`src/rtl/accum_frame_ctrl_16bit.sv`:
```
// accum_frame_ctrl_16bit
//   Frame accumulator built around one carry-select adder. Operand beats
//   arrive on a valid/ready port and are added to (or subtracted from) a
//   16-bit accumulator. The beat flagged in_last closes the frame. The
//   accumulated sum, the sticky carry/borrow flag, the sticky signed-overflow
//   flag and the beat count are then held on a valid/ready result port until
//   the consumer takes them.
//
// Ports
//   clk, rst                 clock, synchronous active-high reset
//   in_valid/in_ready        operand handshake
//   in_data, in_sub, in_last operand, subtract mode, end-of-frame marker
//   out_valid/out_ready      result handshake
//   out_sum, out_carry, out_ovf, out_count  frame result fields
//
// carry_select_adder_16bit
//   16-bit adder made of four 4-bit blocks. Each block ripples twice, once
//   for carry-in 0 and once for carry-in 1. The real block carry then selects
//   one of the two precomputed results.

module carry_select_adder_16bit (
  input  logic [15:0] a,
  input  logic [15:0] b,
  input  logic        cin,
  output logic [15:0] sum,
  output logic        cout
);
  logic [15:0] sum_lo, sum_hi;
  logic [3:0]  cout_lo, cout_hi;

  // Precompute both carry-in versions of every 4-bit block.
  always_comb begin
    logic c_lo;
    logic c_hi;
    // NOTE: every signal written in always_comb gets a default first so no latch is inferred.
    sum_lo  = '0;
    sum_hi  = '0;
    cout_lo = '0;
    cout_hi = '0;
    c_lo    = 1'b0;
    c_hi    = 1'b1;
    for (int k = 0; k < 4; k++) begin
      c_lo = 1'b0;
      c_hi = 1'b1;
      for (int i = 0; i < 4; i++) begin
        sum_lo[4*k+i] = a[4*k+i] ^ b[4*k+i] ^ c_lo;
        sum_hi[4*k+i] = a[4*k+i] ^ b[4*k+i] ^ c_hi;
        c_lo = (a[4*k+i] & b[4*k+i]) | (c_lo & (a[4*k+i] ^ b[4*k+i]));
        c_hi = (a[4*k+i] & b[4*k+i]) | (c_hi & (a[4*k+i] ^ b[4*k+i]));
      end
      cout_lo[k] = c_lo;
      cout_hi[k] = c_hi;
    end
  end

  // The carry chain runs only through the block-level select muxes.
  always_comb begin
    logic carry;
    sum   = '0;
    carry = cin;
    for (int k = 0; k < 4; k++) begin
      sum[4*k +: 4] = carry ? sum_hi[4*k +: 4] : sum_lo[4*k +: 4];
      carry         = carry ? cout_hi[k] : cout_lo[k];
    end
    cout = carry;
  end
endmodule

module accum_frame_ctrl_16bit #(
  parameter int CNT_W = 8
) (
  input  logic             clk,
  input  logic             rst,
  input  logic             in_valid,
  output logic             in_ready,
  input  logic [15:0]      in_data,
  input  logic             in_sub,
  input  logic             in_last,
  output logic             out_valid,
  input  logic             out_ready,
  output logic [15:0]      out_sum,
  output logic             out_carry,
  output logic             out_ovf,
  output logic [CNT_W-1:0] out_count
);
  typedef enum logic [1:0] {
    IDLE  = 2'd0,
    ACCUM = 2'd1,
    HOLD  = 2'd2
  } state_e;

  state_e             state_q, state_d;
  logic [15:0]        acc_q, acc_d;
  logic               carry_q, carry_d;
  logic               ovf_q, ovf_d;
  logic [CNT_W-1:0]   count_q, count_d;

  logic [15:0] add_a, add_b, add_sum;
  logic        add_cin, add_cout;
  logic        accept, beat_wrap, beat_ovf;

  assign in_ready = (state_q != HOLD) && !rst;
  assign accept   = in_valid && in_ready;

  // Subtraction is a + ~b + 1. A frame-start beat uses zero in place of
  // the stale accumulator.
  assign add_a   = (state_q == IDLE) ? 16'h0000 : acc_q;
  assign add_b   = in_sub ? ~in_data : in_data;
  assign add_cin = in_sub;

  carry_select_adder_16bit u_adder (
    .a    (add_a),
    .b    (add_b),
    .cin  (add_cin),
    .sum  (add_sum),
    .cout (add_cout)
  );

  // For a subtraction, a missing carry-out means a borrow occurred.
  assign beat_wrap = in_sub ? ~add_cout : add_cout;
  assign beat_ovf  = (add_a[15] == add_b[15]) && (add_sum[15] != add_a[15]);

  always_comb begin
    state_d = state_q;
    acc_d   = acc_q;
    carry_d = carry_q;
    ovf_d   = ovf_q;
    count_d = count_q;
    unique case (state_q)
      IDLE: begin
        if (accept) begin
          acc_d   = add_sum;
          carry_d = beat_wrap;
          ovf_d   = beat_ovf;
          count_d = CNT_W'(1);
          state_d = in_last ? HOLD : ACCUM;
        end
      end
      ACCUM: begin
        if (accept) begin
          acc_d   = add_sum;
          carry_d = carry_q | beat_wrap;
          ovf_d   = ovf_q | beat_ovf;
          count_d = (&count_q) ? count_q : count_q + CNT_W'(1);
          state_d = in_last ? HOLD : ACCUM;
        end
      end
      HOLD: begin
        if (out_ready) state_d = IDLE;
      end
      default: state_d = IDLE;
    endcase
  end

  // NOTE: state registers use non-blocking assignments so every flop samples pre-edge values.
  always_ff @(posedge clk) begin
    if (rst) begin
      state_q <= IDLE;
      acc_q   <= '0;
      carry_q <= 1'b0;
      ovf_q   <= 1'b0;
      count_q <= '0;
    end else begin
      state_q <= state_d;
      acc_q   <= acc_d;
      carry_q <= carry_d;
      ovf_q   <= ovf_d;
      count_q <= count_d;
    end
  end

  assign out_valid = (state_q == HOLD);
  assign out_sum   = acc_q;
  assign out_carry = carry_q;
  assign out_ovf   = ovf_q;
  assign out_count = count_q;
endmodule

```
`config.mk`:
```
export PLATFORM = sky130hd
export DESIGN_NAME = accum_frame_ctrl_16bit
export DESIGN_NICKNAME = d
export VERILOG_FILES = /design/src/rtl/accum_frame_ctrl_16bit.sv
export SDC_FILE = /design/constraint.sdc
export NUM_CORES = 1
export LEC_CHECK = 0
export BUFFER_PORTS_ARGS = -buffer_cell sky130_fd_sc_hd__buf_4
export CAP_MARGIN = 40
export CORE_MARGIN = 2
export CORE_UTILIZATION = 45
export DETAILED_ROUTE_END_ITERATION = 12
export PLACE_DENSITY = 0.72
export SLEW_MARGIN = 40
export SYNTH_ARGS = -nofsm -noshare
export SYNTH_HDL_FRONTEND = slang
export SYNTH_HIERARCHICAL = 1
export SYNTH_SLANG_ARGS = --single-unit
```
`constraint.sdc`:
```
create_clock -name clk -period 6.65 [get_ports clk]
set_clock_uncertainty 0.05 [all_clocks]
set_input_delay 0.3325 -clock clk [delete_from_list [all_inputs] [get_ports clk]]
set_output_delay 0.3325 -clock clk [all_outputs]
set_load 0.01 [all_outputs]
```
==> results_dict.tcl, run 1 <==
set metrics [dict create \
    worst_setup_hold_path_clk_slew_ps 90 \
    synthTopCellsByArea "sky130_fd_sc_hd__dfxtp_1 (29%), sky130_fd_sc_hd__fa_1 (12%), sky130_fd_sc_hd__xor2_1 (10%)" \
    setup.worst_path.end_class "flop" \
    ys_warn_count 6 \
    synth.yosys.seq_area_share_pct 29.1 \
    crit_path_max_incr_delay_ps 430 \
    coreArea_um2 4060 \
    yosys_most_used_dff "sky130_fd_sc_hd__dfxtp_1" \
    wl_mm 4.11 \
    grt_busiest_layer "met2" \
    row_count 23 \
    clk_latency_ps 270 \
    worst_ir_drop_vdd_mv 0.0972 \
    worst-setup-path-type "flop to flop" \
    start_util_pct 47.5 \
    ys_types 33 \
    fillers 371 \
    first_global_vias 1536 \
    fraction_of_the_mapped_netlist_area_in_compound_gates_pct 10.6 \
    syn_area_per_cell_um2 8.30 \
    timing.critical_path.max_delay_family "adder cells" \
    drt_pre_antenna_iters 4 \
    grt_pass1_wl_mm 7.06 \
    run_status "complete, no violations" \
    grt_overflow 0 \
    clock_tree_sinks 28 \
    leakage_nw 1.14 \
    globalRouteMet3Util_pct 2.47 \
    post_drt_wl_per_cell_um 12.4 \
    report.power.total_uw 417 \
    placer_s_final_routability_congestion_estimate 0.783 \
    layout_min_cycle_time_ps 6320 \
    detailedPlacementHpwl_mm 2.85 \
    cts_hold_repair.buffers 0 \
    drt-initial-drc-count 69 \
    timing_max_transition_violations_final 0 \
    fp.dieH_um 69.4 \
    synth_fp_nets 275 \
    syn_inst 232 \
    startpoint_type "flop" \
    htreeDepth 1 \
    clock-root-buffer "sky130_fd_sc_hd__clkbuf_8" \
    maxCapViolations 0 \
    synth_adder_area_share_pct 18.3 \
    cts_max_path_buffers 2 \
    nets 327 \
    yosys.area_share.simple_pct 21.1 \
    critPathBufInv 7 \
    largest_net_degree_at_the_start_of_global_routing 25 \
    drc_violation_count_after_routing 0 \
    grt_antenna_before_repair 0 \
    final_antenna_net_count 0 \
    synth_top_family_by_area "simple AND/OR/NAND/NOR gates" \
    fraction_of_synthesized_cell_area_in_xor_and_xnor_cells_pct 11.8 \
    rel_slew_slack_pct 51.2 \
    r2r_slack_ps 330 \
    hold_path.class "primary input to flop" \
    cts_tree "built" \
    numCtsBuffers 3 \
    groute.usage.overall_pct 17.6 \
    synth_top_cells_by_count "sky130_fd_sc_hd__nand2_1 (36), sky130_fd_sc_hd__inv_1 (31), sky130_fd_sc_hd__dfxtp_1 (28)" \
    path_max_fanout 6 \
    globalRouteMet1Util_pct 24.4 \
    yosys_register_bits 28 \
    cp.arrival_ps 6500 \
    post-synth-top-count-cell "sky130_fd_sc_hd__nand2_1" \
    final_core_util_pct 60.3 \
    worst_ep_required_time_ps 6830 \
    synth_edf_count 0 \
    port_buffers 49 \
    area.growth.synth_to_final_pct 27.1 \
    insertedDiodeCount 0 \
    finalSetupViolations 0 \
    drive_gt1_share_pct 27.7 \
    io_pins 50 \
    use_met2_pct 29.1 \
    powerDensity_nw_per_um2 170 \
    finalHoldViolCount 0 \
    crit_slowest_cell "sky130_fd_sc_hd__fa_1" \
    synth.cell_area_um2 1930 \
    final_min_period_over_clock_period_pct 95.1 \
    fin_setup_tns_ps 0 \
    number_of_vias_after_detailed_routing 1617 \
    yosys.area.top_type "sky130_fd_sc_hd__dfxtp_1" \
    chipWidth_um 69.4 \
    worst-slew-pin-transition_ps 732 \
    fmaxAchievable_mhz 158 \
    vias_per_cell 4.87 \
    die_area_um2 4820 \
    synth_mux_area_share_pct 1.04 \
    post_synth_arst_share_pct 0 \
    synth.top_cell.area_share_pct 29.1 \
    worst_path_most_repeated_cell "sky130_fd_sc_hd__fa_2" \
]
state kept, by name, indices dropped and copies added, names as in the netlist:
| register | cells |
|---|---|
| out_sum | 16 |
| out_count | 8 |
| state_q | 2 |
| out_carry | 1 |
| out_ovf | 1 |
where the power goes:
| group | total, mW | switching (mW) | internal (mW) |
|---|---|---|---|
| Sequential | 0.190 | 0.00992 | 0.180 |
| Combinational | 0.133 | 0.0681 | 0.0644 |
| Clock | 0.0941 | 0.0533 | 0.0407 |
| Total | 0.417 | 0.131 | 0.285 |
worst register-to-register path: cells and delay by family (launching register included):
| kind | cells | cell delay [ps] |
|---|---|---|
| adder cells (fa/ha/maj) | 13 | 4010 |
| AND/OR/NAND/NOR | 5 | 740 |
| AO/OA/AOI/OAI | 6 | 620 |
| buffers and inverters | 7 | 480 |
| flip-flops | 1 | 380 |
per-stage QoR:
stage	cells	area, um2	setup WS [ps]	hold slack [ps]
after floorplan	232	1930	360	372
after detailed placement	325	2340	101	413
final	332	2450	328	194
after CTS	328	2380	57.8	202
after global routing	332	2450	-8.76	193
after global placement	325	2340	290	411
logic make-up after synthesis:
group	count (synthesis)
buffers and inverters	40
muxes	2
AOI/OAI and AO/OA	35
DFF	28
xor gates and xnor gates	26
and+or+nand+nor	80
adders and majority gates	21
cell usage in the layout, fill, tap and decap left out, types with 2 or more instances in the layout:
master | Yosys | routed
sky130_fd_sc_hd__buf_4 | 0 | 56
sky130_fd_sc_hd__nand3b_1 | 2 | 2
sky130_fd_sc_hd__mux2i_1 | 2 | 2
sky130_fd_sc_hd__o211ai_1 | 3 | 3
sky130_fd_sc_hd__fa_1 | 12 | 3
sky130_fd_sc_hd__xor2_1 | 23 | 23
sky130_fd_sc_hd__dfxtp_1 | 28 | 27
sky130_fd_sc_hd__o21ai_1 | 2 | 4
sky130_fd_sc_hd__nand2_1 | 36 | 36
sky130_fd_sc_hd__and2b_1 | 7 | 7
sky130_fd_sc_hd__fa_2 | 0 | 9
sky130_fd_sc_hd__inv_1 | 31 | 27
sky130_fd_sc_hd__nor2b_1 | 11 | 11
sky130_fd_sc_hd__nor2_1 | 13 | 13
sky130_fd_sc_hd__clkbuf_8 | 0 | 3
sky130_fd_sc_hd__and3_1 | 2 | 2
sky130_fd_sc_hd__a21oi_1 | 20 | 19
sky130_fd_sc_hd__xnor2_1 | 3 | 3
sky130_fd_sc_hd__o2111ai_1 | 2 | 2
sky130_fd_sc_hd__nand4_1 | 2 | 2
sky130_fd_sc_hd__ha_1 | 9 | 9
sky130_fd_sc_hd__inv_2 | 0 | 4
worst paths after layout:
check	to	start	depth (start not counted)
setup reg to reg	out_ovf	state_q[0]	31
setup / recovery	out_ovf	state_q[0]	31
hold / removal	state_q[0]	in_last	2
hold reg to reg	out_sum[5]	out_sum[5]	2
metal layers:
metal | up-vias | part of all wire, %
met5 | - | 0
met4 | 0 | 0.80
li1 | 828 | -
met2 | 44 | 48
met1 | 741 | 47
met3 | 4 | 4.8
layout make-up:
cell class / count / area, um2 / share of cell area, %
clock buffer: 3 / 41.3 / 1.69
inverter: 31 / 116 / 4.75
multi-input combinational: 164 / 1240 / 50.8
sequential: 28 / 564 / 23.1
tap: 50 / 62.6 / 2.56
timing repair buffer: 56 / 420 / 17.2
repair_timing:
action / 4_1_cts / 5_1_grt
buffers inserted: 0 / 4
resized for setup: 0 / 19
endpoints found under the setup margin: 0 / 2
Note: power is estimated with default switching activity, not from simulation.
==> run 2: changes to the inputs <==
--- a/config.mk
+++ b/config.mk
@@ -7,6 +7,7 @@
 export LEC_CHECK = 0
 export BUFFER_PORTS_ARGS = -buffer_cell sky130_fd_sc_hd__buf_4
 export CAP_MARGIN = 40
+export CORE_ASPECT_RATIO = 2
 export CORE_MARGIN = 2
 export CORE_UTILIZATION = 45
 export DETAILED_ROUTE_END_ITERATION = 12
==> run 2 against run 1 <==
Compared with the run above: non-clock buffer count fell by 2; final cell count increased by 0.30%; first-iteration DRC count is 64% lower; via count is 2.5% higher; critical path type unchanged; largest power group unchanged.
==> results_dict.tcl, run 2 (synthesis results as in run 1) <==
set metrics [dict create \
    max_reg_flops 16 \
    drt_pre_antenna_iters 4 \
    fp.dieH_um 96.5 \
    start_util_pct 47.1 \
    fmaxAchievable_mhz 159 \
    area.growth.synth_to_final_pct 26.6 \
    finished_layout_cell_area_um2 2440 \
    maxCapViolations 0 \
    cp.arrival_ps 6460 \
    insertedDiodeCount 0 \
    grt_pass1_wl_mm 7.19 \
    port_buffers 49 \
    final_antenna_net_count 0 \
    worstSetupPathDepth 31 \
    leakage_nw 1.14 \
    drc_violation_count_after_routing 0 \
    crit_path_max_incr_delay_ps 430 \
    timing.critical_path.max_delay_family "adder cells" \
    finalHoldViolCount 0 \
    grt_overflow 0 \
    grt_antenna_before_repair 0 \
    io_pins 50 \
    cts_tree "built" \
    clock-root-buffer "sky130_fd_sc_hd__clkbuf_8" \
    largest_net_degree_at_the_start_of_global_routing 25 \
    timing_max_transition_violations_final 0 \
    post_drt_wl_per_cell_um 12.7 \
    most-common-layout-cells "sky130_fd_sc_hd__buf_4 (54), sky130_fd_sc_hd__nand2_1 (36), sky130_fd_sc_hd__inv_1 (29), sky130_fd_sc_hd__dfxtp_1 (28), sky130_fd_sc_hd__xor2_1 (23)" \
    drt-initial-drc-count 25 \
    detailedPlacementHpwl_mm 3.28 \
    finalHoldWorstSlack_ps 235 \
    chipWidth_um 50.3 \
    rel_slew_slack_pct 55.0 \
    drive_gt1_share_pct 25.3 \
    layout_min_cycle_time_ps 6290 \
    clk_latency_ps 270 \
    highest_layer "met4" \
    worst-setup-path-type "flop to flop" \
    post_dp_cell_area_um2 2350 \
    startpoint_type "flop" \
    worst_r2r_path_depth 31 \
    clock_tree_sinks 28 \
    wl_mm 4.23 \
    placer_s_final_routability_congestion_estimate 0.740 \
    cts_max_path_buffers 2 \
    groute.usage.overall_pct 19.2 \
    met2_wirelength_mm 2.34 \
    coreArea_um2 4090 \
    path_max_fanout 3 \
    final_min_period_over_clock_period_pct 94.6 \
    critPathBufInv 7 \
    worst_ir_drop_vdd_mv 0.177 \
    die_area_um2 4850 \
    numCtsBuffers 3 \
    nets 325 \
    crit_slowest_cell "sky130_fd_sc_hd__fa_1" \
    count_of_placed_standard_cells_including_taps 328 \
    fin_cells 333 \
    most_common_cell_after_layout_fill_and_taps_aside "sky130_fd_sc_hd__buf_4" \
    first_global_vias 1641 \
    finalSetupViolations 0 \
    htreeDepth 1 \
    wl_met1_mm 1.67 \
    worst_ep_required_time_ps 6820 \
    dr_wl_met3_um 147 \
    row_count 33 \
    vias_per_cell 4.98 \
    run_status "complete, no violations" \
    hold_path.class "primary input to flop" \
    final_core_util_pct 59.6 \
    timing.hold.worst_path_depth 2 \
    worst-slew-pin-transition_ps 675 \
    powerDensity_nw_per_um2 174 \
    number_of_vias_after_detailed_routing 1657 \
    report.power.total_uw 424 \
    worst_setup_hold_path_clk_slew_ps 100 \
    setup.worst_path.end_class "flop" \
]
[run 2: cell count changes in the layout (fill, tap and decap cells not counted), sizes merged]
cell / before / now
buf: 56 / 54
clkbuf: 3 / 4
[run 2: worst register-to-register path, delay by kind of cell (launching register included)]
kind / cells / cell delay (ps)
buffers and inverters: 7 / 510
DFF: 1 / 330
adders and majority gates: 13 / 4000
and+or+nand+nor: 5 / 760
AOI/OAI and AO/OA: 6 / 610
[run 2: layout make-up]
type,count,area [um2]
tap,52,65.1
clock buffer,4,55.1
multi-input combinational,164,1230
fill,392,1650
timing repair buffer,54,405
inverter,31,116
sequential,28,561
[run 2: stage by stage]
stage | TNS (ps) | worst slack (ps)
after floorplan | 0 | 360
after global placement | 0 | 285
after detailed placement | 0 | 101
after CTS | 0 | 141
after global routing | -0.367 | -0.367
final | 0 | 360
[run 2: repair_timing]
item,4_1_cts,5_1_grt
hold buffers,0,0
endpoints found under the hold margin,0,0
setup buffers,0,1
endpoints found under the setup margin,0,1
resized for setup,0,12
[run 2: final timing paths]
| path | from | end | slack (ps) |
|---|---|---|---|
| max | state_q[1] | out_ovf | 360 |
| min | in_last | state_q[0] | 240 |
| max reg2reg | state_q[1] | out_ovf | 360 |
| min reg2reg | out_sum[6] | out_sum[6] | 420 |
[run 2: where the power goes]
group	switching [mW]	leakage [nW]	total, mW	internal (mW)
sequential	0.00920	0.229	0.189	0.180
clock	0.0510	0.0288	0.104	0.0529
combinational	0.0681	0.883	0.130	0.0623
[run 2: routing by layer]
layer	GRT usage, %	up-vias
met4	6.94	0
met2	37.5	37
met1	20.5	787
li1	-	829
met3	1.85	4
met5	0	-
